<file path="src/rtl/modulo_alimentador_rolhas_pkg.sv">
// Shared definitions for the cork feeder: bus width, buffer capacity and
// the transfer FSM state encoding.
package modulo_alimentador_rolhas_pkg;

  localparam int W_BUS             = 7;
  localparam int CAPACIDADE_BUFFER = 99;

  typedef enum logic [2:0] {
    OCIOSO   = 3'd0,
    VERIFICA = 3'd1,
    ALTO     = 3'd2,
    BAIXO    = 3'd3,
    FIM      = 3'd4,
    ERRO     = 3'd5
  } estado_e;

endpackage

</file>
<file path="src/rtl/modulo_alimentador_rolhas_temporizador.sv">
// Loadable down-counter timing one pulse phase (high or low). The caller
// loads (phase length - 1); fim_fase flags the last cycle of the phase.
module modulo_temporizador_fase
  import modulo_alimentador_rolhas_pkg::*;
#(
  parameter int TW = 2
) (
  input  logic          clk,
  input  logic          clr,
  input  logic          carga,
  input  logic [TW-1:0] valor,
  output logic          fim_fase
);

  logic [TW-1:0] cnt_q, cnt_d;

  // next count: load wins, otherwise count down and park at zero
  always_comb begin
    cnt_d = cnt_q;
    if (carga)
      cnt_d = valor;
    else if (cnt_q != '0)
      cnt_d = cnt_q - TW'(1);
  end

  // counter register
  always_ff @(posedge clk or negedge clr) begin
    if (!clr) cnt_q <= '0;
    else      cnt_q <= cnt_d;
  end

  assign fim_fase = (cnt_q == '0);

endmodule

</file>
<file path="src/rtl/modulo_alimentador_rolhas.sv">
// Cork-transfer transmitter: accepts a request on a rising req edge,
// checks the secondary-buffer capacity and emits one paced, registered
// pulse per cork on rolha_pulse.
module modulo_alimentador_rolhas
  import modulo_alimentador_rolhas_pkg::*;
#(
  parameter int W          = W_BUS,
  parameter int CAPACIDADE = CAPACIDADE_BUFFER,
  parameter int T_ALTO     = 2,
  parameter int T_BAIXO    = 2
) (
  input  logic         clk,
  input  logic         clr,
  input  logic         req,
  input  logic [W-1:0] qtd_in,
  input  logic [W-1:0] nivel_atual,
  output logic         rolha_pulse,
  output logic         busy,
  output logic         done,
  output logic         erro_range,
  output logic [W-1:0] enviados
);

  localparam int T_MAX = (T_ALTO > T_BAIXO) ? T_ALTO : T_BAIXO;
  localparam int TW    = $clog2(T_MAX) + 1;

  estado_e       estado_q, estado_d;
  logic          req_q;
  logic          aceita_q, aceita_d;
  logic          cancela_q, cancela_d;
  logic [W-1:0]  qtd_q, qtd_d;
  logic [W-1:0]  nivel_q, nivel_d;
  logic [W-1:0]  env_q, env_d;
  logic          rolha_q, rolha_d;
  logic          busy_q, busy_d;
  logic          done_q, done_d;
  logic          erro_q, erro_d;
  logic          carga;
  logic [TW-1:0] valor;
  logic          fim_fase;
  logic [W:0]    soma;

  // one extra bit so the capacity check never wraps
  assign soma = {1'b0, nivel_q} + {1'b0, qtd_q};

  modulo_temporizador_fase #(.TW(TW)) u_temporizador (
    .clk      (clk),
    .clr      (clr),
    .carga    (carga),
    .valor    (valor),
    .fim_fase (fim_fase)
  );

  // transfer FSM next-state and next-output logic
  always_comb begin
    estado_d  = estado_q;
    aceita_d  = 1'b0;
    cancela_d = cancela_q;
    qtd_d     = qtd_q;
    nivel_d   = nivel_q;
    env_d     = env_q;
    rolha_d   = rolha_q;
    busy_d    = busy_q;
    done_d    = 1'b0;
    erro_d    = 1'b0;
    carga     = 1'b0;
    valor     = TW'(T_ALTO - 1);
    case (estado_q)
      OCIOSO: begin
        if (aceita_q) begin
          qtd_d     = qtd_in;
          nivel_d   = nivel_atual;
          env_d     = '0;
          busy_d    = 1'b1;
          cancela_d = 1'b0;
          estado_d  = VERIFICA;
        end else if (req && !req_q) begin
          aceita_d = 1'b1;
        end
      end
      VERIFICA: begin
        if (soma > (W+1)'(CAPACIDADE)) begin
          estado_d = ERRO;
          erro_d   = 1'b1;
          busy_d   = 1'b0;
          env_d    = '0;
        end else if (qtd_q == '0) begin
          estado_d = FIM;
          done_d   = 1'b1;
          busy_d   = 1'b0;
        end else begin
          estado_d = ALTO;
          rolha_d  = 1'b1;
          carga    = 1'b1;
          valor    = TW'(T_ALTO - 1);
        end
      end
      ALTO: begin
        // a dropped request only ends the transfer after the current pulse
        if (!req) cancela_d = 1'b1;
        if (fim_fase) begin
          env_d    = env_q + W'(1);
          rolha_d  = 1'b0;
          estado_d = BAIXO;
          carga    = 1'b1;
          valor    = TW'(T_BAIXO - 1);
        end
      end
      BAIXO: begin
        if (!req) cancela_d = 1'b1;
        if (fim_fase) begin
          if (env_q == qtd_q || cancela_d) begin
            estado_d = FIM;
            done_d   = 1'b1;
            busy_d   = 1'b0;
          end else begin
            estado_d = ALTO;
            rolha_d  = 1'b1;
            carga    = 1'b1;
            valor    = TW'(T_ALTO - 1);
          end
        end
      end
      FIM, ERRO: estado_d = OCIOSO;
      default:   estado_d = OCIOSO;
    endcase
  end

  // state and output registers; req edge register resets high so a req
  // already asserted at reset release is not seen as a new request
  always_ff @(posedge clk or negedge clr) begin
    if (!clr) begin
      estado_q  <= OCIOSO;
      req_q     <= 1'b1;
      aceita_q  <= 1'b0;
      cancela_q <= 1'b0;
      qtd_q     <= '0;
      nivel_q   <= '0;
      env_q     <= '0;
      rolha_q   <= 1'b0;
      busy_q    <= 1'b0;
      done_q    <= 1'b0;
      erro_q    <= 1'b0;
    end else begin
      estado_q  <= estado_d;
      req_q     <= req;
      aceita_q  <= aceita_d;
      cancela_q <= cancela_d;
      qtd_q     <= qtd_d;
      nivel_q   <= nivel_d;
      env_q     <= env_d;
      rolha_q   <= rolha_d;
      busy_q    <= busy_d;
      done_q    <= done_d;
      erro_q    <= erro_d;
    end
  end

  assign rolha_pulse = rolha_q;
  assign busy        = busy_q;
  assign done        = done_q;
  assign erro_range  = erro_q;
  assign enviados    = env_q;

endmodule

</file>
<file path="config.mk">
export PLATFORM = sky130hd
export DESIGN_NAME = modulo_alimentador_rolhas
export DESIGN_NICKNAME = d
export VERILOG_FILES = /design/src/rtl/modulo_alimentador_rolhas_pkg.sv /design/src/rtl/modulo_alimentador_rolhas_temporizador.sv /design/src/rtl/modulo_alimentador_rolhas.sv
export SDC_FILE = /design/constraint.sdc
export NUM_CORES = 1
export LEC_CHECK = 0
export ABC_AREA = 1
export CAP_MARGIN = 30
export CORE_ASPECT_RATIO = 0.6
export CORE_UTILIZATION = 54
export DETAILED_ROUTE_END_ITERATION = 8
export GPL_TIMING_DRIVEN = 0
export MAX_ROUTING_LAYER = met4
export PLACE_DENSITY = 0.78
export SYNTH_ARGS = -nofsm -noshare
export SYNTH_HDL_FRONTEND = slang
export SYNTH_SLANG_ARGS = --single-unit
</file>
<file path="constraint.sdc">
create_clock -name clk -period 2.5 [get_ports clk]
set_clock_uncertainty 0.15 [all_clocks]
set_input_delay 0.5 -clock clk [delete_from_list [all_inputs] [get_ports clk]]
set_output_delay 0.5 -clock clk [all_outputs]
set_load 0.005 [all_outputs]
</file>
# --- After elaboration in Yosys (flattened, before gate mapping) ---
# Cells that the tools add are included.
classes:
  n_addsub: 3
  n_mul: 0
  div: 0
  n_lt_le_gt_ge: 1
  n_eq_ne: 13
  n_shift: 0
  muxes: 45
  bitwise: 0
  n_reduce_logical: 18
op_table:
  columns: ["op", "count"]
  rows:
  - ["2-to-1 mux 1 bit", 27]
  - ["2-to-1 mux 7 bit", 3]
  - ["case mux 7 bit (3 select lines)", 1]
  - ["2-to-1 mux 3 bit", 6]
  - ["inequality test 2 bit (second input constant)", 8]
  - ["case mux 1 bit (3 select lines)", 4]
  - ["case mux 3 bit (4 select lines)", 1]
  - ["nonzero test 3 bit", 4]
  - ["adder 7 x 7 -> 8 bit", 1]
  - ["greater-than comparator 8 x 7 -> 1 bit (second input constant)", 1]
  - ["adder 7 x 1 -> 7 bit (second input constant)", 1]
  - ["equality test 7 bit", 1]
  - ["logical NOT 7 bit", 1]
  - ["equality test 3 x 2 -> 1 bit (second input constant)", 2]
  - ["AND reduction 6 bit", 1]
  - ["AND reduction 5 bit", 1]
  - ["2-to-1 mux 2 bit", 2]
  - ["AND reduction 2 bit", 2]
  - ["AND reduction 4 bit", 1]
  - ["nonzero test 2 bit", 2]
  - ["equality test 3 x 1 -> 1 bit (second input constant)", 1]
  - ["logical NOT 3 bit", 1]
  - ["inequality test 3 bit (second input constant)", 1]
  - ["AND reduction 3 bit", 1]
  - ["6 further kinds", 6]
word_totals:
  regBits: 33
  latch_bits: 0
  ramBits: 0
  rom_bits: 0
  output_inout_bits: 11
  mem_count: 0

# --- Logic depth before layout (Yosys ltp) ---
# Gate-level depths: netlist of run 1.
logic_depth:
  word_depth: 7
  depth_mapped: 18
  mapped_depth_nobuf: 18

# --- Hierarchy ---
# From an unflattened synthesis of run 1, not the netlist that was laid out.
hier_totals:
  cells_unflattened: 222
  area_unflattened_um2: 1944.4
by_module_without_submodules:
  columns: ["mod", "n_inst", "cells_each", "area_per_inst_um2"]
  rows:
  - ["modulo_alimentador_rolhas", 1, 205, 1824.2]
  - ["modulo_temporizador_fase", 1, 17, 120.1]

# --- Worst setup path after synthesis of run 1 ---
# OpenSTA, ideal clock, no wires.
synth_path:
  path_kind: "reg-to-reg"
  startpoint: "reg qtd_q[0]"
  endpoint: "reg env_q[2], in the netlist enviados[2]"
  setup_ns: 0.117
  t_arrival_ns: 1.847
  setup_slack_ns: 0.386
  stages_incl_launch_ff: 18
  path_cell_list: "dfrtp_1 > ha_1 > inv_1 > fa_1 > inv_1 > nand2_1 > nand2_1 > nand3_2 > nand3b_1 > nand2_1 > inv_2 > nand3_2 > nand2_2 > nand2_4 > nand2_8 > nand2_4 > nand2_1 > nand2_1"
synth_via:
  elab_chain_cells: 4
synth_lines:
  columns: ["item", "line_no", "text"]
  rows:
  - ["start, declared", "modulo_alimentador_rolhas.sv:31", "logic [W-1:0] qtd_q, qtd_d;"]
  - ["start signal, assigned", "modulo_alimentador_rolhas.sv:149", "qtd_q <= qtd_d;"]
  - ["adder 7 x 7 -> 8 bit", "modulo_alimentador_rolhas.sv:44", "assign soma = {1'b0, nivel_q} + {1'b0, qtd_q};"]
  - ["greater-than comparator 8 x 7 -> 1 bit", "modulo_alimentador_rolhas.sv:82", "if (soma > (W+1)'(CAPACIDADE)) begin"]
  - ["inequality test 2 bit (no source line)", null, null]
  - ["AND reduction 4 bit (no source line)", null, null]
  - ["end signal, assigned", "modulo_alimentador_rolhas.sv:151", "env_q <= env_d;"]
  - ["end, declared", "modulo_alimentador_rolhas.sv:33", "logic [W-1:0] env_q, env_d;"]
# Every way passes these cells.
# A chain may end at the register's enable or synchronous reset.

# --- Worst setup path in the final report of run 1 ---
# Ends and elaborated chain as after synthesis.

==> results.rst, run 1 <==
.. list-table::
   :header-rows: 1

   * - Metric
     - Value
   * - Final period util
     - 92.1%
   * - All-Layer GR Usage
     - 23.5%
   * - R2R Path End
     - enviados[2]$_DFFE_PN0P_
   * - Worst Hold Class
     - in2async
   * - WS Path Type
     - reg2reg
   * - Switching share of power
     - 45.9%
   * - Fraction of final layout cells with drive strength greater than 1
     - 14.1%
   * - Clock-pin slew reported for the worst setup and hold paths after clock tree synthesis
     - 70 ps
   * - Area after DPL
     - 2230 um^2
   * - Cell leakage power
     - 1.18 nW
   * - Number of buffers inserted during clock tree synthesis
     - 5
   * - Worst hold slack
     - 115 ps
   * - Max-cap violation count
     - 0
   * - Clock root cell
     - clkbuf_8
   * - Worst endpoint required time
     - 2530 ps
   * - Wire length of the first global-routing pass
     - 6130 um
   * - Number of enable flip-flop cells after synthesis
     - 0
   * - Post-synthesis net count
     - 253
   * - Number of rows in the core area
     - 16
   * - Critical path's slowest cell
     - dfrtp_1
   * - Post-layout nets
     - 289
   * - TritonCTS sink count
     - 33
   * - Final worst-path setup slack
     - 197 ps
   * - Run status
     - completed
   * - Pin count of the biggest net entering global routing
     - 34
   * - CP max stage delay
     - 380 ps
   * - Routed Wire Length
     - 3950 um
   * - Via count of the first global-routing pass
     - 1255
   * - Share of synthesized flip-flops with an asynchronous set or reset
     - 100%
   * - Detail-routed net length per standard cell
     - 12.8 um
   * - Summed area of non-filler cells in the final layout
     - 2330 um^2
   * - Crit-path cells
     - ha_1 -> inv_1 -> fa_1 -> inv_1 -> nand2_1 -> nand2_2 -> nand2_1 -> nand2_1 -> nand2_1 -> nand3_1 -> nand3_2 -> nand2_2 -> nand2_4 -> nand2_8 -> nand2_4 -> nand2_1 -> nand2_1
   * - Total overflow reported by the global router
     - 0
   * - R2R depth
     - 17
   * - Beginning of the worst register-to-register path
     - qtd_q[0]$_DFFE_PN0P_
   * - Final Setup Violations
     - 0
   * - Count of inserted antenna diode cells
     - 0
   * - Fmax
     - 0.434 GHz
   * - Starting density of the core
     - 57.6%
   * - Die X-Extent
     - 78.8 um
   * - FF-to-FF setup slack
     - 200 ps
   * - Overall die area
     - 3790 um^2
   * - Worst path bufs/invs
     - 2
   * - Number of hold-slack violations in the final timing report
     - 0
   * - Capturing element type of the critical path
     - flop
   * - Power density over cell area
     - 1300 nW/um^2
   * - CTS max path bufs
     - 2
   * - Final-layout setup total negative slack
     - 0 ps
   * - Top-level I/O count
     - 28
   * - Number of DRC markers after the initial detailed-route iteration
     - 116
   * - Core box area
     - 3320 um^2
   * - Share of total power in combinational logic
     - 56.8%
   * - Data arrival time of the worst path
     - 2330 ps
   * - RSZ-0062 raised after global routing
     - no
   * - Area growth syn-to-layout
     - 22.0%
   * - Yosys cell types
     - 29
   * - Slew at the pin with the worst max-slew slack
     - 719 ps
   * - Cell with the most instances on the worst path
     - nand2_1
   * - Via/cell ratio
     - 5.02
   * - Number of flip-flops and latches in the synthesized netlist
     - 33
   * - Antenna violation net count after detailed routing
     - 0
   * - Kind of cell adding the most delay to the critical path
     - simple AND/OR/NAND/NOR gates
   * - Primary FF master, synth
     - dfrtp_1
   * - Number of antenna violations at the first check in global routing
     - 0
   * - Pint
     - 1.64 mW
   * - Post-layout minimum cycle time
     - 2300 ps
   * - Average cell area after synthesis
     - 8.46 um^2
   * - Vias after detailed routing
     - 1547
   * - Clock Latency Late Sink
     - 290 ps
   * - Number of buffers added to fix hold violations after cts
     - 0
   * - Clock power frac
     - 13.0%
   * - TritonCTS clock tree
     - built
   * - Register share of total power
     - 30.3%
   * - Worst ir drop on vdd
     - 0.826 mV
   * - Gate count after technology mapping
     - 226
   * - Yosys synthesis warning count
     - 0
   * - Critical path fanouts, max
     - 8
   * - Net Switching
     - 1.39 mW
   * - Pre-CTS setup slack
     - 134 ps
   * - Worst slew margin relative to its limit
     - 52.1%
   * - Sequential fraction of the synthesis area
     - 43.2%
   * - Nature of the critical path startpoint
     - flop
   * - Final slew viol count
     - 0
   * - Count of unresolved DRC violations after routing
     - 0
   * - DP HPWL
     - 2880 um
   * - Syn Std Cell Area
     - 1910 um^2
   * - # H-tree levels
     - 2
   * - Vertical extent of the die
     - 48.1 um
   * - Routability congestion estimate from global placement
     - 0.815
   * - IO Port Bufs
     - 27
   * - First-pass iteration count of the detailed router
     - 4
## worst max path at each step
stage	from	endpoint	slack, ps	cells past startpoint
finish	qtd_q[0]$_DFFE_PN0P_	enviados[2]$_DFFE_PN0P_	200	17
CTS	qtd_q[0]$_DFFE_PN0P_	enviados[2]$_DFFE_PN0P_	110	17
global placement	clr	enviados[0]$_DFFE_PN0P_	50	1
global route	qtd_q[0]$_DFFE_PN0P_	enviados[4]$_DFFE_PN0P_	8	17
floorplan	qtd_q[0]$_DFFE_PN0P_	enviados[2]$_DFFE_PN0P_	390	17
detailed placement	qtd_q[0]$_DFFE_PN0P_	enviados[4]$_DFFE_PN0P_	130	17
## power by group through the flow
stage          clock network [mW]  logic, mW  registers, mW
3_5_place_dp                    0       1.67          0.926
6_report                    0.394       1.72          0.918
4_1_cts                     0.398       1.69          0.920
5_1_grt                     0.425       1.95          0.945
2_1_floorplan                   0       1.33          0.877
3_3_place_gp                    0       1.62          0.915
## routing by layer
layer  part of all wire [%]  global-route usage [%]
met1                     51                    31.8
met2                     43                    34.6
met3                    5.8                    6.36
met4                   0.73                    7.64
met5                      0                       -
## synthesized netlist by cell type, types with 5 or more instances
cell | number | area (um^2)
nand2_1 | 58 | 218
dfrtp_1 | 32 | 801
nor2_1 | 28 | 105
inv_1 | 24 | 90.1
nand3_1 | 18 | 90.1
mux2_2 | 11 | 124
ha_1 | 9 | 113
a21oi_1 | 6 | 30.0
xnor2_1 | 6 | 52.6
o21ai_0 | 5 | 25.0
xor2_1 | 5 | 43.8
## flip-flops by register name, summed over array words and instances, names as in the netlist
name / cells
qtd_q: 7
aceita_q: 1
u_temporizador.cnt_q: 2
cancela_q: 1
nivel_q: 7
erro_range: 1
busy: 1
rolha_pulse: 1
done: 1
enviados: 7
estado_q: 3
req_q: 1
## cell type report
| cell class | instances | area [um^2] |
|---|---|---|
| Clock buffer | 6 | 72.6 |
| Timing Repair Buffer | 29 | 280 |
| Tap cell | 45 | 56.3 |
| Multi-Input combinational cell | 164 | 978 |
| Fill cell | 292 | 988 |
| Buffer | 1 | 5.00 |
| Sequential cell | 33 | 827 |
| Inverter | 28 | 105 |
| Clock inverter | 2 | 10.0 |
## cells by family after synthesis
logic type,Yosys count,synth area share [%]
AND/OR/NAND/NOR,120,29.1
XOR/XNOR,11,5.04
flip-flops,33,43.2
adder cells (fa/ha/maj),10,6.93
AO/OA/AOI/OAI,11,2.88
buffers and inverters,29,5.76
multiplexers,12,7.06
## cells in the final DEF (no fill, tap or decap), types with 5 or more instances in the layout
master	n
nand2_1	57
o21ai_0	5
mux2_2	11
clkdlybuf4s50_1	26
clkbuf_8	5
ha_1	9
nand3_1	18
inv_1	24
xnor2_1	6
dfrtp_1	32
nor2_1	28
xor2_1	5
a21oi_1	6
## per-stage QoR
step	instances	util [%]	total power, mW
detailed placement	298	67.2	2.59
global route	308	70.3	3.32
CTS	306	69.7	3.01
floorplan	226	-	2.20
finish	308	70.3	3.03
global placement	298	67.4	2.54
## repair_timing
item	4_1_cts	5_1_grt
endpoints found under the setup margin	0	9
buffers inserted	0	2
resized for setup	0	1
Power figures use the tool's default switching activity.
==> run 2, diff against run 1 <==
Settings changed: HOLD_SLACK_MARGIN from default to 0.03.
Clock period 2.5 ns to 2.2 ns, I/O delays scaled along.
==> run 2 against run 1 <==
Against the previous run:
- the flow now finishes with violations (negative setup slack)
- non-clock buffer count grew 4
- cell area grew 2.7%
- power grew 19%
- global-route usage grew 0.58 points
- utilization grew 1.9 points
- register-to-register slack lost 200 ps
- routed wire length grew 2.3%
- maximum frequency grew 4.5%
- critical endpoint unchanged
- highest routed layer unchanged
==> results.rst, run 2 (synthesis gave the netlist of run 1 again) <==
.. list-table::
   :header-rows: 1

   * - Metric
     - Value
   * - Run status
     - finished, violations left (was completed)
   * - Failing checks
     - negative setup slack
   * - Crit-path cells
     - ha_2 -> inv_2 -> fa_2 -> inv_2 -> nand2_2 -> nand2_2 -> nand2_1 -> nand2_1 -> nand2_1 -> nand3_1 -> nand3_2 -> nand2_2 -> nand2_4 -> nand2_8 -> nand2_8 -> nand2_2 -> nand2_1 (was ha_1 -> inv_1 -> fa_1 -> inv_1 -> nand2_1 -> nand2_2 -> nand2_1 -> nand2_1 -> nand2_1 -> nand3_1 -> nand3_2 -> nand2_2 -> nand2_4 -> nand2_8 -> nand2_4 -> nand2_1 -> nand2_1)
   * - Worst slew margin relative to its limit
     - 51.0% (was 52.1%)
   * - Layout Cells excl Fill
     - 312 (was 308)
   * - Overall power
     - 3.62 mW (was 3.03 mW)
   * - Number of buffers added to fix hold violations after cts
     - 0 (unchanged)
   * - Final slew viol count
     - 0 (unchanged)
   * - Area after DPL
     - 2230 um^2 (unchanged)
   * - First-pass iteration count of the detailed router
     - 4 (unchanged)
   * - Max-cap violation count
     - 0 (unchanged)
   * - Vias after detailed routing
     - 1587 (was 1547)
   * - Via count of the first global-routing pass
     - 1282 (was 1255)
   * - Routed Wire Length
     - 4040 um (was 3950 um)
   * - Top-level I/O count
     - 28 (unchanged)
   * - RSZ-0062 raised after global routing
     - yes (was no)
   * - Most common cell after layout, fill and taps aside
     - nand2_1 (unchanged)
   * - Via/cell ratio
     - 5.09 (was 5.02)
   * - TritonCTS sink count
     - 33 (unchanged)
   * - DP Cell Count
     - 298 (unchanged)
   * - Wire length of the first global-routing pass
     - 6300 um (was 6130 um)
   * - Overall die area
     - 3790 um^2 (unchanged)
   * - Number of antenna violations at the first check in global routing
     - 0 (unchanged)
   * - Summed area of non-filler cells in the final layout
     - 2400 um^2 (was 2330 um^2)
   * - Clock root cell
     - clkbuf_8 (unchanged)
   * - Critical path's slowest cell
     - dfrtp_1 (unchanged)
   * - Beginning of the worst register-to-register path
     - nivel_q[0]$_DFFE_PN0P_ (was qtd_q[0]$_DFFE_PN0P_)
   * - Antenna violation net count after detailed routing
     - 0 (unchanged)
   * - Routability congestion estimate from global placement
     - 0.815 (unchanged)
   * - Post-layout nets
     - 293 (was 289)
   * - Number of fillers in the final layout
     - 279 (was 292)
   * - CTS max path bufs
     - 2 (unchanged)
   * - Worst endpoint required time
     - 2230 ps (was 2530 ps)
   * - Clock-pin slew reported for the worst setup and hold paths after clock tree synthesis
     - 70 ps (about the same)
   * - Number of hold-slack violations in the final timing report
     - 0 (unchanged)
   * - Switching share of power
     - 45.7% (was 45.9%)
   * - Final worst-path setup slack
     - -3.95 ps (was 197 ps)
   * - DP HPWL
     - 2880 um (unchanged)
   * - Worst path bufs/invs
     - 2 (unchanged)
   * - Clock Latency Late Sink
     - 290 ps (about the same)
   * - Fraction of final layout cells with drive strength greater than 1
     - 19.5% (was 14.1%)
   * - R2R Path End
     - enviados[2]$_DFFE_PN0P_ (unchanged)
   * - Register share of total power
     - 28.7% (was 30.3%)
   * - Launching instance or port of the critical path
     - nivel_q[0]$_DFFE_PN0P_ (was qtd_q[0]$_DFFE_PN0P_)
   * - Share of total power in combinational logic
     - 59.0% (was 56.8%)
   * - Crit. path cell count
     - 17 (unchanged)
   * - Die X-Extent
     - 78.8 um (unchanged)
   * - TritonCTS clock tree
     - built (unchanged)
   * - WS Path Type
     - reg2reg (unchanged)
   * - Cell leakage power
     - 1.19 nW (was 1.18 nW)
   * - Final Setup Violations
     - 6 (was 0)
   * - Vertical extent of the die
     - 48.1 um (unchanged)
   * - Net Switching
     - 1.66 mW (was 1.39 mW)
   * - Count of unresolved DRC violations after routing
     - 0 (unchanged)
   * - All-Layer GR Usage
     - 24.1% (was 23.5%)
   * - Pin count of the biggest net entering global routing
     - 34 (unchanged)
   * - Number of buffers inserted during clock tree synthesis
     - 5 (unchanged)
   * - Total overflow reported by the global router
     - 0 (unchanged)
   * - Count of inserted antenna diode cells
     - 0 (unchanged)
   * - Number of DRC markers after the initial detailed-route iteration
     - 102 (was 116)
   * - Core box area
     - 3320 um^2 (unchanged)
   * - Worst ir drop on vdd
     - 1.03 mV (was 0.826 mV)
   * - Nature of the critical path startpoint
     - flop (unchanged)
   * - CP max stage delay
     - 360 ps (was 380 ps)
   * - IO Port Bufs
     - 27 (unchanged)
   * - Area growth syn-to-layout
     - 25.4% (was 22.0%)
   * - Detail-routed net length per standard cell
     - 13.0 um (was 12.8 um)
   * - Number of rows in the core area
     - 16 (unchanged)
   * - Worst Hold Class
     - in2async (unchanged)
   * - Post-layout minimum cycle time
     - 2200 ps (was 2300 ps)
   * - Starting density of the core
     - 57.6% (unchanged)
   * - Clock power frac
     - 12.3% (was 13.0%)
   * - Final period util
     - 100% (was 92.1%)
   * - Capturing element type of the critical path
     - flop (unchanged)
   * - Pint
     - 1.97 mW (was 1.64 mW)
   * - Critical Path Sink
     - enviados[2]$_DFFE_PN0P_ (unchanged)
   * - Data arrival time of the worst path
     - 2240 ps (was 2330 ps)
   * - # H-tree levels
     - 2 (unchanged)
   * - FF-to-FF setup slack
     - -4 ps (was 200 ps)
   * - Fmax
     - 0.454 GHz (was 0.434 GHz)
   * - Critical path fanouts, max
     - 8 (unchanged)
   * - Kind of cell adding the most delay to the critical path
     - simple AND/OR/NAND/NOR gates (unchanged)
   * - Power density over cell area
     - 1510 nW/um^2 (was 1300 nW/um^2)
   * - R2R depth
     - 17 (unchanged)
   * - Slew at the pin with the worst max-slew slack
     - 734 ps (was 719 ps)
   * - Most frequent cells in the layout
     - 51 x nand2_1, 32 x dfrtp_1, 28 x nor2_1, 26 x clkdlybuf4s50_1, 22 x inv_1 (was 57 x nand2_1, 32 x dfrtp_1, 28 x nor2_1, 26 x clkdlybuf4s50_1, 24 x inv_1)
## run 2: timing repair
action | 4_1_cts | 5_1_grt
endpoints found under the setup margin | 14 | 15
pin swaps | 3 | 7
resized for setup | 7 | 7
setup buffers | 4 | 2
## run 2: power by group through the flow
stage	Sequential, mW	Clock, mW	Combinational (mW)
2_1_floorplan	0.997	0	1.51
3_3_place_gp	1.04	0	1.84
3_5_place_dp	1.05	0	1.90
4_1_cts	1.04	0.452	2.05
5_1_grt	1.07	0.481	2.39
6_report	1.04	0.446	2.14
## run 2: per-layer routing
| layer | vias up | wire length, um | global-route usage (%) |
|---|---|---|---|
| met3 | 3 | 229 | 6.36 |
| met1 | 741 | 2010 | 32.6 |
| li1 | 796 | - | - |
| met2 | 47 | 1780 | 35.7 |
| met5 | - | 0 | - |
| met4 | 0 | 29 | 7.64 |
## run 2: area by class of cell
type	instances	area [um^2]	share of cell area (%)
plain buffers	1	5.00	0.209
clock buffers	6	72.6	3.03
repair buffers	33	310	12.9
well taps	45	56.3	2.35
clock inverters	2	10.0	0.417
multi-input cells	164	1010	42.2
inverters	28	105	4.38
flip-flops and latches	33	827	34.5
## run 2: worst min path at each step
stage	slack, ps	from	cells after the start	endpoint
finish	60	clr	1	done$_DFF_PN0_
CTS	90	clr	1	cancela_q$_DFFE_PN0P_
floorplan	-6	clr	0	aceita_q$_DFF_PN0_
detailed placement	350	rolha_pulse$_DFFE_PN0P_	2	rolha_pulse$_DFFE_PN0P_
global placement	310	busy$_DFFE_PN0P_	2	busy$_DFFE_PN0P_
global route	120	clr	1	cancela_q$_DFFE_PN0P_
## run 2: metrics by stage
| stage | TNS [ps] | worst slack [ps] | util (%) | hold slack, ps |
|---|---|---|---|---|
| 2_1_floorplan | 0 | 86.0 | - | -5.59 |
| 3_3_place_gp | -6900 | -186 | 67.4 | 306 |
| 3_5_place_dp | -1660 | -166 | 67.2 | 346 |
| 4_1_cts | -3.13 | -1.77 | 71.3 | 87.1 |
| 5_1_grt | -1790 | -168 | 72.2 | 122 |
| 6_report | -14.3 | -3.95 | 72.2 | 59.3 |
==> run 3, diff against run 2 <==
Settings changed: REMOVE_ABC_BUFFERS from default to 1.
==> run 3 against run 2 <==
Against the previous run:
- cell area about the same
- routed wire length down 0.69%
- die area stayed put
- sequential share of layout area is essentially flat
- the flow still finishes with violations (negative setup slack)
- register-to-register slack is essentially flat
==> results.rst, run 3 (synthesis gave the netlist of run 1 again) <==
.. list-table::
   :header-rows: 1

   * - Metric
     - Value
   * - DP Cell Count
     - 297 (was 298)
   * - Antenna violation net count after detailed routing
     - 0 (unchanged)
   * - Nature of the critical path startpoint
     - flop (unchanged)
   * - Failing checks
     - negative setup slack (unchanged)
   * - Number of rows in the core area
     - 16 (unchanged)
   * - Power density over cell area
     - 1510 nW/um^2 (about the same)
   * - Overall die area
     - 3790 um^2 (unchanged)
   * - Max-cap violation count
     - 0 (unchanged)
   * - Area growth syn-to-layout
     - 25.4% (about the same)
   * - Multi-input gate area
     - 1010 um^2 (unchanged)
   * - Run status
     - finished, violations left (unchanged)
   * - Starting density of the core
     - 57.6% (unchanged)
   * - Critical path's slowest cell
     - dfrtp_1 (unchanged)
   * - Final Setup Violations
     - 5 (was 6)
   * - DP HPWL
     - 2900 um (was 2880 um)
   * - Cell with the most instances on the worst path
     - nand2_2
   * - Via/cell ratio
     - 5.10 (was 5.09)
   * - Kind of cell adding the most delay to the critical path
     - simple AND/OR/NAND/NOR gates (unchanged)
   * - Number of buffers inserted during clock tree synthesis
     - 5 (unchanged)
   * - Number of buffers added to fix hold violations after cts
     - 0 (unchanged)
   * - Routability congestion estimate from global placement
     - 0.831 (was 0.815)
   * - TritonCTS clock tree
     - built (unchanged)
   * - IO Port Bufs
     - 27 (unchanged)
   * - Capturing element type of the critical path
     - flop (unchanged)
   * - TritonCTS sink count
     - 33 (unchanged)
   * - Post-layout nets
     - 293 (unchanged)
   * - Clock root cell
     - clkbuf_8 (unchanged)
   * - Number of hold-slack violations in the final timing report
     - 0 (unchanged)
   * - R2R depth
     - 17 (unchanged)
   * - Worst slew margin relative to its limit
     - 52.0% (was 51.0%)
   * - Core box area
     - 3320 um^2 (unchanged)
   * - RSZ-0062 raised after global routing
     - yes (unchanged)
   * - Number of antenna violations at the first check in global routing
     - 0 (unchanged)
   * - Vias after detailed routing
     - 1592 (was 1587)
   * - Top-level I/O count
     - 28 (unchanged)
   * - Fraction of the core area covered by cells at the end of the flow
     - 72.2% (about the same)
   * - Crit-path cells
     - ha_2 -> inv_2 -> fa_2 -> inv_2 -> nand2_2 -> nand2_2 -> nand3_2 -> nand3b_1 -> nand2_1 -> inv_2 -> nand3_2 -> nand2_2 -> nand2_4 -> nand2_8 -> nand2_8 -> nand2_2 -> nand2_1 (was ha_2 -> inv_2 -> fa_2 -> inv_2 -> nand2_2 -> nand2_2 -> nand2_1 -> nand2_1 -> nand2_1 -> nand3_1 -> nand3_2 -> nand2_2 -> nand2_4 -> nand2_8 -> nand2_8 -> nand2_2 -> nand2_1)
   * - Cell leakage power
     - 1.19 nW (about the same)
   * - Number of fillers in the final layout
     - 277 (was 279)
   * - Critical path fanouts, max
     - 8 (unchanged)
   * - Most frequent cells in the layout
     - 53 x nand2_1, 32 x dfrtp_1, 28 x nor2_1, 26 x clkdlybuf4s50_1, 20 x inv_1 (was 51 x nand2_1, 32 x dfrtp_1, 28 x nor2_1, 26 x clkdlybuf4s50_1, 22 x inv_1)
   * - Crit. path cell count
     - 17 (unchanged)
   * - Fmax
     - 0.451 GHz (was 0.454 GHz)
   * - Overall power
     - 3.63 mW (was 3.62 mW)
   * - Launching instance or port of the critical path
     - nivel_q[0]$_DFFE_PN0P_ (unchanged)
   * - Final worst-path setup slack
     - -16.4 ps (was -3.95 ps)
   * - Count of unresolved DRC violations after routing
     - 0 (unchanged)
   * - Routed Wire Length
     - 4010 um (was 4040 um)
   * - Worst ir drop on vdd
     - 0.664 mV (was 1.03 mV)
   * - Wire length of the first global-routing pass
     - 6520 um (was 6300 um)
   * - First-pass iteration count of the detailed router
     - 4 (unchanged)
   * - Count of inserted antenna diode cells
     - 0 (unchanged)
   * - Worst Hold Class
     - in2async (unchanged)
   * - Final period util
     - 101% (was 100%)
   * - Number of DRC markers after the initial detailed-route iteration
     - 81 (was 102)
   * - WS Path Type
     - reg2reg (unchanged)
   * - Die X-Extent
     - 78.8 um (unchanged)
   * - CP max stage delay
     - 360 ps (about the same)
   * - Worst path bufs/invs
     - 3 (was 2)
   * - Most common cell after layout, fill and taps aside
     - nand2_1 (unchanged)
   * - Clock Latency Late Sink
     - 280 ps (was 290 ps)
   * - Pin count of the biggest net entering global routing
     - 34 (unchanged)
   * - Fraction of final layout cells with drive strength greater than 1
     - 19.5% (unchanged)
   * - Flip-flop and latch area
     - 827 um^2 (unchanged)
   * - Data arrival time of the worst path
     - 2230 ps (was 2240 ps)
   * - Final slew viol count
     - 0 (unchanged)
   * - Post-layout minimum cycle time
     - 2220 ps (was 2200 ps)
   * - All-Layer GR Usage
     - 24.5% (was 24.1%)
   * - # H-tree levels
     - 2 (unchanged)
   * - Worst endpoint required time
     - 2210 ps (was 2230 ps)
   * - Layout Cells excl Fill
     - 312 (unchanged)
   * - Detail-routed net length per standard cell
     - 12.9 um (was 13.0 um)
   * - Clock-pin slew reported for the worst setup and hold paths after clock tree synthesis
     - 70 ps (about the same)
   * - Beginning of the worst register-to-register path
     - nivel_q[0]$_DFFE_PN0P_ (unchanged)
   * - Total overflow reported by the global router
     - 0 (unchanged)
   * - Vertical extent of the die
     - 48.1 um (unchanged)
   * - Via count of the first global-routing pass
     - 1376 (was 1282)
   * - Slew at the pin with the worst max-slew slack
     - 721 ps (was 734 ps)
   * - CTS max path bufs
     - 2 (unchanged)
[run 3: cell types whose count changed in the layout (fill, tap and decap cells not counted), sizes merged]
| cell | previous run | this run |
|---|---|---|
| clkbuf | 6 | 7 |
| clkinv | 3 | 2 |
[run 3: what timing repair did]
| action | 4_1_cts | 5_1_grt |
|---|---|---|
| buffers inserted | 3 | 4 |
| setup endpoints to repair | 14 | 13 |
| pin swaps | 1 | 1 |
| resized for setup | 7 | 7 |
[run 3: worst register-to-register path: stages, from the launching register on]
cell and delay (ps):
dfrtp_1 360, ha_2 200, inv_2 40, fa_2 350, inv_2 70, nand2_2 60, nand2_2 80, nand3_2 70
nand3b_1 80, nand2_1 70, inv_2 50, nand3_2 70, nand2_2 90, nand2_4 70, nand2_8 100, nand2_8 80
nand2_2 70, nand2_1 50
[run 3: per-stage QoR]
stage | setup slack, ps | setup TNS (ps) | instance area [um^2] | hold WS [ps]
floorplan | 86.0 | 0 | 1910 | -5.59
global placement | -137 | -5510 | 2230 | 307
detailed placement | -182 | -1650 | 2230 | 331
CTS | 4.25 | 0 | 2350 | 88.3
global route | -140 | -1150 | 2400 | 129
finish | -16.4 | -38.2 | 2400 | 69.1
[run 3: final timing paths]
kind / endpoint / slack, ps
setup reg to reg: enviados[4]$_DFFE_PN0P_ / -20
min in group clk: busy$_DFFE_PN0P_ / 340
max in group asynchronous: enviados[4]$_DFFE_PN0P_ / 1370
hold reg to reg: busy$_DFFE_PN0P_ / 340
setup / recovery: enviados[4]$_DFFE_PN0P_ / -20
hold / removal: enviados[3]$_DFFE_PN0P_ / 70
[run 3: area by class of cell]
cell class              instances  area share, %
inverters                      28           4.38
well taps                      45           2.35
multi-input cells             164           42.2
flip-flops and latches         33           34.5
clock inverters                 1          0.209
clock buffers                   7           3.18
repair buffers                 34           13.2
[run 3: power breakdown]
| part | total, mW | internal, mW | switching [mW] | leakage (nW) |
|---|---|---|---|---|
| Combinational | 2.17 | 0.919 | 1.25 | 0.742 |
| Clock | 0.429 | 0.222 | 0.207 | 0.0422 |
| Sequential | 1.03 | 0.838 | 0.197 | 0.408 |
| Total | 3.63 | 1.98 | 1.65 | 1.19 |
[run 3: layer usage]
metal | vias up | wire length (um) | part of all wire, % | GRT usage [%]
li1 | 803 | - | - | -
met1 | 742 | 2090 | 52 | 35.2
met2 | 45 | 1700 | 42 | 34.4
met3 | 2 | 213 | 5.3 | 6.36
met4 | 0 | 14 | 0.35 | 5.82
met5 | - | 0 | 0 | -
==> variant 1, RTL diff (flow settings as in run 2) <==
`W_BUS`: 7 -> 9.
--- a/src/rtl/modulo_alimentador_rolhas_pkg.sv
+++ b/src/rtl/modulo_alimentador_rolhas_pkg.sv
@@ -3,5 +3,5 @@
 package modulo_alimentador_rolhas_pkg;
 
-  localparam int W_BUS             = 7;
+  localparam int W_BUS             = 9;
   localparam int CAPACIDADE_BUFFER = 99;
 
Ports: changed (resized enviados, nivel_atual and qtd_in); port bits go from 28 to 34. No check against the original RTL was run, so the function may have changed too.
==> variant 1 against run 2 <==
The flow still finishes with violations (negative setup slack). Sequential cell count increased by 6. Combinational power increased by 40%. Global-route usage increased by 2.9 points. Total power increased by 32%. Worst setup slack got worse by 0.096 ns. Wire length increased by 41%. First-iteration DRC count increased by 21%. Final area increased by 29%. Sequential share of layout area decreased by 2.8 points. Clock power increased by 22%. Count of clock-buffer cells in the layout increased by 2. Synthesized area increased by 28%. Largest cell class unchanged.
==> variant 1: results (changes against run 2) <==
[synthesis]
syn_avg_cell_area_um2 = 8.30  ; -1.9%
syn-num-nets = 328  ; +30%
synthDistinctLibCells = 31  ; +6.9%
synth.area.top_cells = dfrtp_1 (39%), nand2_1 (11%), mux2_2 (7.8%), ha_1 (5.6%), nand3_1 (5.1%)
synth.top_cells.by_count = nand2_1 (71), dfrtp_1 (38), nor2_1 (31)
ys_seq_area_share_pct = 39.9  ; -3.3 points

[drt]
drt-pass1-iter-count = 4  ; unchanged
drt_iter0_markers = 123  ; +21%
viasPerCell = 5.22  ; +2.6%
wl_per_cell_um = 14.1  ; +8.8%

[cells_and_area]
final_layout_size_suffix_gt1_share_pct = 23.5  ; +4.1 points
n_antenna_cell = 0  ; unchanged
fin_nets = 376  ; +28%
fill_cells = 337  ; +21%
final_cells = 404  ; +29%

[global_routing]
antenna_found_initial = 0  ; unchanged
grt_usage_pct = 27.0  ; +2.9 points
grt_pass1_wl_mm = 9.00  ; +43%
grt_pass1_vias = 1902  ; +48%
grt_max_degree = 40  ; +18%

[place]
dpl-instance-area_um2 = 2850  ; +28%
place.port_buffers = 33  ; +22%
place_inst = 388  ; +30%
place_hpwl_mm = 4.03  ; +40%
place_congestion = 0.873  ; +7.1%

[timing]
hold_ws_ns = 0.0969  ; +0.0375 ns
layout_setup_ws_ns = -0.100  ; -0.0964 ns
worst_pin_slew_ns = 0.864  ; +0.130 ns
setup_viol = 11  ; +5

[setup_path]
path_max_fanout = 6  ; -2
timing.rr.start = qtd_q[0]$_DFFE_PN0P_
r2r-end = enviados[1]$_DFFE_PN0P_
reg2regPathDepth = 14  ; -3
worstPathArrival_ns = 2.34  ; +0.10 ns

[power_and_ir_drop]
p_switching_uw = 2260  ; +36%
ir_worst_vdd_mv = 0.847  ; -18%
leakage_uw = 0.00147  ; +23%

[clock_tree]
path_clk_slew_ns = 0.08
cts_inserted_buffers = 5  ; unchanged
htreeDepth = 2  ; unchanged

[status]
violations = negative setup slack
status = finished with violations

variant 1: cell count changes in the layout (fill, tap and decap cells not counted), moves of 3 or more:
cell / delta
nand3_1: +8
clkdlybuf4s50_1: +6
dfrtp_1: +5
nand2_1: +18
mux2_2: +6
nand2_2: +10
inv_1: +6
xor2_1: +3
variant 1: stage by stage:
stage	setup slack, ns	TNS [ns]
detailed placement	-0.238	-2.62
global placement	-0.446	-18.42
CTS	-0.116	-1.05
finish	-0.100	-0.971
global route	-0.228	-2.72
floorplan	0.0344	0
variant 1: timing repair:
action / in CTS / in global routing
endpoints found under the setup margin: 16 / 18
gates resized for setup: 5 / 10
gates cloned: 2 / 0
pin swaps: 6 / 5
setup buffers: 4 / 2
variant 1: power by group through the flow:
| stage | Sequential, µW | Combinational (µW) | Clock, µW |
|---|---|---|---|
| final | 1220 | 3000 | 544 |
| after global routing | 1250 | 3320 | 577 |
| after floorplan | 1150 | 2050 | 0 |
| after detailed placement | 1220 | 2560 | 0 |
| after global placement | 1210 | 2450 | 0 |
| after CTS | 1200 | 2800 | 548 |
variant 1: layer usage:
| layer | share of wire (%) | global-route usage [%] |
|---|---|---|
| met4 | 1.5 | 8.99 |
| met5 | 0 | - |
| met3 | 5.7 | 5.21 |
| met2 | 44 | 40.6 |
| met1 | 49 | 37.0 |
variant 1: final cells by class:
cell class	count	area [µm²]	area share (%)
multi-input combinational	222	1420	46.1
sequential	39	978	31.7
timing repair buffer	39	370	12.0
inverter	33	124	4.02
clock buffer	8	100	3.25
tap	60	75.1	2.43
buffer	3	13.8	0.446
variant 1: cell families after synthesis:
group           after synthesis  share of synthesized area [%]
compound gates               12                           2.71
xor+xnor                     14                           5.01
fa+ha+maj                    12                           6.44
buf+inv                      36                           5.62
flops                        39                           39.9
mux                          17                           7.82
simple gates                165                           32.5
variant 1: how the worst max path moves through the flow:
stage,to,slack [ns],cells past startpoint
after CTS,enviados[1]$_DFFE_PN0P_,-0.12,14
final,enviados[1]$_DFFE_PN0P_,-0.10,14
after floorplan,enviados[2]$_DFFE_PN0P_,0.03,14
after global routing,enviados[1]$_DFFE_PN0P_,-0.23,16
after detailed placement,enviados[1]$_DFFE_PN0P_,-0.24,14
after global placement,enviados[2]$_DFFE_PN0P_,-0.45,1
variant 1: critical path, cell delays in order (launching register included):
cell	delay [ns]
dfrtp_1	0.39
ha_2	0.20
fa_2	0.36
buf_4	0.15
xnor2_2	0.12
nand2_1	0.06
nor2_1	0.04
nand2_1	0.10
nand3_2	0.10
nand2_2	0.10
nand2_4	0.09
nand2_8	0.14
nand2_8	0.08
nand2_2	0.07
nand2_1	0.04
==> variant 2, RTL diff (flow settings as in run 2) <==
Without the edit above. Put one more register stage on the output `done`, with the module's reset. The value now appears one clock later. The other outputs are not delayed to match.
--- a/src/rtl/modulo_alimentador_rolhas.sv
+++ b/src/rtl/modulo_alimentador_rolhas.sv
@@ -159,5 +159,11 @@
   assign rolha_pulse = rolha_q;
   assign busy        = busy_q;
-  assign done        = done_q;
+  always_ff @(posedge clk or negedge clr) begin
+    if (!clr) begin
+      done <= '0;
+    end else begin
+      done <= done_q;
+    end
+  end
   assign erro_range  = erro_q;
   assign enviados    = env_q;
Behaviour: not the same (Yosys sat finds a counterexample within 4 cycles, from zero or initial values).
==> variant 2 against run 2 <==
Critical path type unchanged. Final area is 2.2% higher. Combinational power is 8% higher. Sequential cell count is 1 higher. Worst setup slack worse by 0.074 ns. Total power is 6.4% higher. Wire length is 1.2% higher. Synthesized area is 1.4% higher. Highest routed layer unchanged. The run still ends with negative setup slack left.
==> variant 2: results (changes against run 2) <==
[cells_and_area]
buf_share_pct = 13.4  ; +0.28 points
fin_area_um2 = 2450  ; +2.2%
num-nonclk-buffers = 35  ; +2.9%
nClkBuffers = 7  ; +1
fill_cells = 277  ; -0.72%
utilization_pct = 73.3  ; +1.1 points
sh_seq_area_pct = 34.8  ; +0.28 points
final_layout_size_suffix_gt1_share_pct = 18.5  ; -1.0 points
clkCellAreaFrac_pct = 3.73  ; +0.28 points

[status]
violations = negative setup slack
status = finished with violations

[drt]
met2_length_mm = 1.82  ; +2.8%
routed_wl_mm = 4.09  ; +1.2%
viasPerCell = 5.02  ; -1.4%
vias = 1585  ; -0.13%
wl_met3_um = 140  ; -39%
drt_iter0_markers = 77  ; -25%
wl_met1_mm = 2.06  ; +2.6%

[synthesis]
synth-seq-cells = 34  ; +3.0%
ys_seq_area_share_pct = 43.9  ; +0.68 points
syn-num-nets = 256  ; +1.2%
syn_inst = 229  ; +1.3%
synth.top_cells.by_count = nand2_1 (63), dfrtp_1 (33), nor2_1 (28)
synth.area.top_cells = dfrtp_1 (43%), nand2_1 (12%), ha_1 (5.8%), nor2_1 (5.4%), mux2_2 (4.6%)

[power_and_ir_drop]
pwr-share-comb_pct = 60.0  ; +1.0 points
comb-power_uw = 2310  ; +8%
leakage_uw = 0.00122  ; +2.1%
switching_share_pct = 46.0  ; +0.23 points
ir_worst_vdd_mv = 1.17  ; +14%

[place]
dpl-instance-area_um2 = 2260  ; +1.2%
place_hpwl_mm = 2.93  ; +2.0%
place_inst = 301  ; +1.0%
place_ws_ns = -0.168  ; -0.00191 ns
place_congestion = 0.836  ; +2.7%

[timing]
layout_setup_ws_ns = -0.0782  ; -0.0742 ns
setup_viol = 9  ; +3
setup_tns_ns = -0.491  ; -0.476 ns
hold_ws_ns = 0.0526  ; -0.00672 ns
slew_headroom_pct = 50.8  ; -0.20 points

[setup_path]
r2r-end = enviados[6]$_DFFE_PN0P_
worstPathArrival_ns = 2.31  ; +0.07 ns
timing.rr.start = qtd_q[0]$_DFFE_PN0P_

[global_routing]
gr-usage-met1_pct = 34.0  ; +1.4 points
grt_max_degree = 35  ; +2.9%
grt_pass1_wl_mm = 7.11  ; +13%
use_met3_pct = 6.98  ; +0.63 points
grt_usage_pct = 25.6  ; +1.5 points
met2_usage_pct = 37.2  ; +1.6 points

[clock_tree]
cts.repair.resized = 8  ; +1
post-cts-setup-buffers = 5  ; +1

[worst_hold_path]
holdCritPathClass = in -> async

==> variant 2: cell types whose count changed in the layout (fill, tap and decap cells not counted), moves of 2 or more <==
| cell | delta |
|---|---|
| nand2_1 | +4 |
| mux2_1 | +3 |
| mux2_2 | -3 |
| a21oi_1 | -2 |
==> variant 2: critical path: stages (launching register included) <==
cell and delay (ns):
dfrtp_1 0.37, ha_2 0.21, inv_2 0.04, fa_2 0.36, clkinv_2 0.07, nand2_4 0.05, nand2_4 0.08, nand3_2 0.08
nand3b_1 0.08, nand2_1 0.07, inv_2 0.06, nand3_2 0.07, nand2_2 0.10, nand2_4 0.07, nand2_8 0.11, nand2_8 0.08
nand2_1 0.07, nand2_1 0.05
==> variant 2: kinds of logic after synthesis <==
family / after synthesis / share of synthesized area, %
adders and majority gates: 10 / 6.83
and+or+nand+nor: 124 / 28.9
AOI/OAI and AO/OA: 9 / 2.45
muxes: 12 / 6.96
xor gates and xnor gates: 11 / 4.96
DFF: 34 / 43.9
buffers and inverters: 29 / 6.00
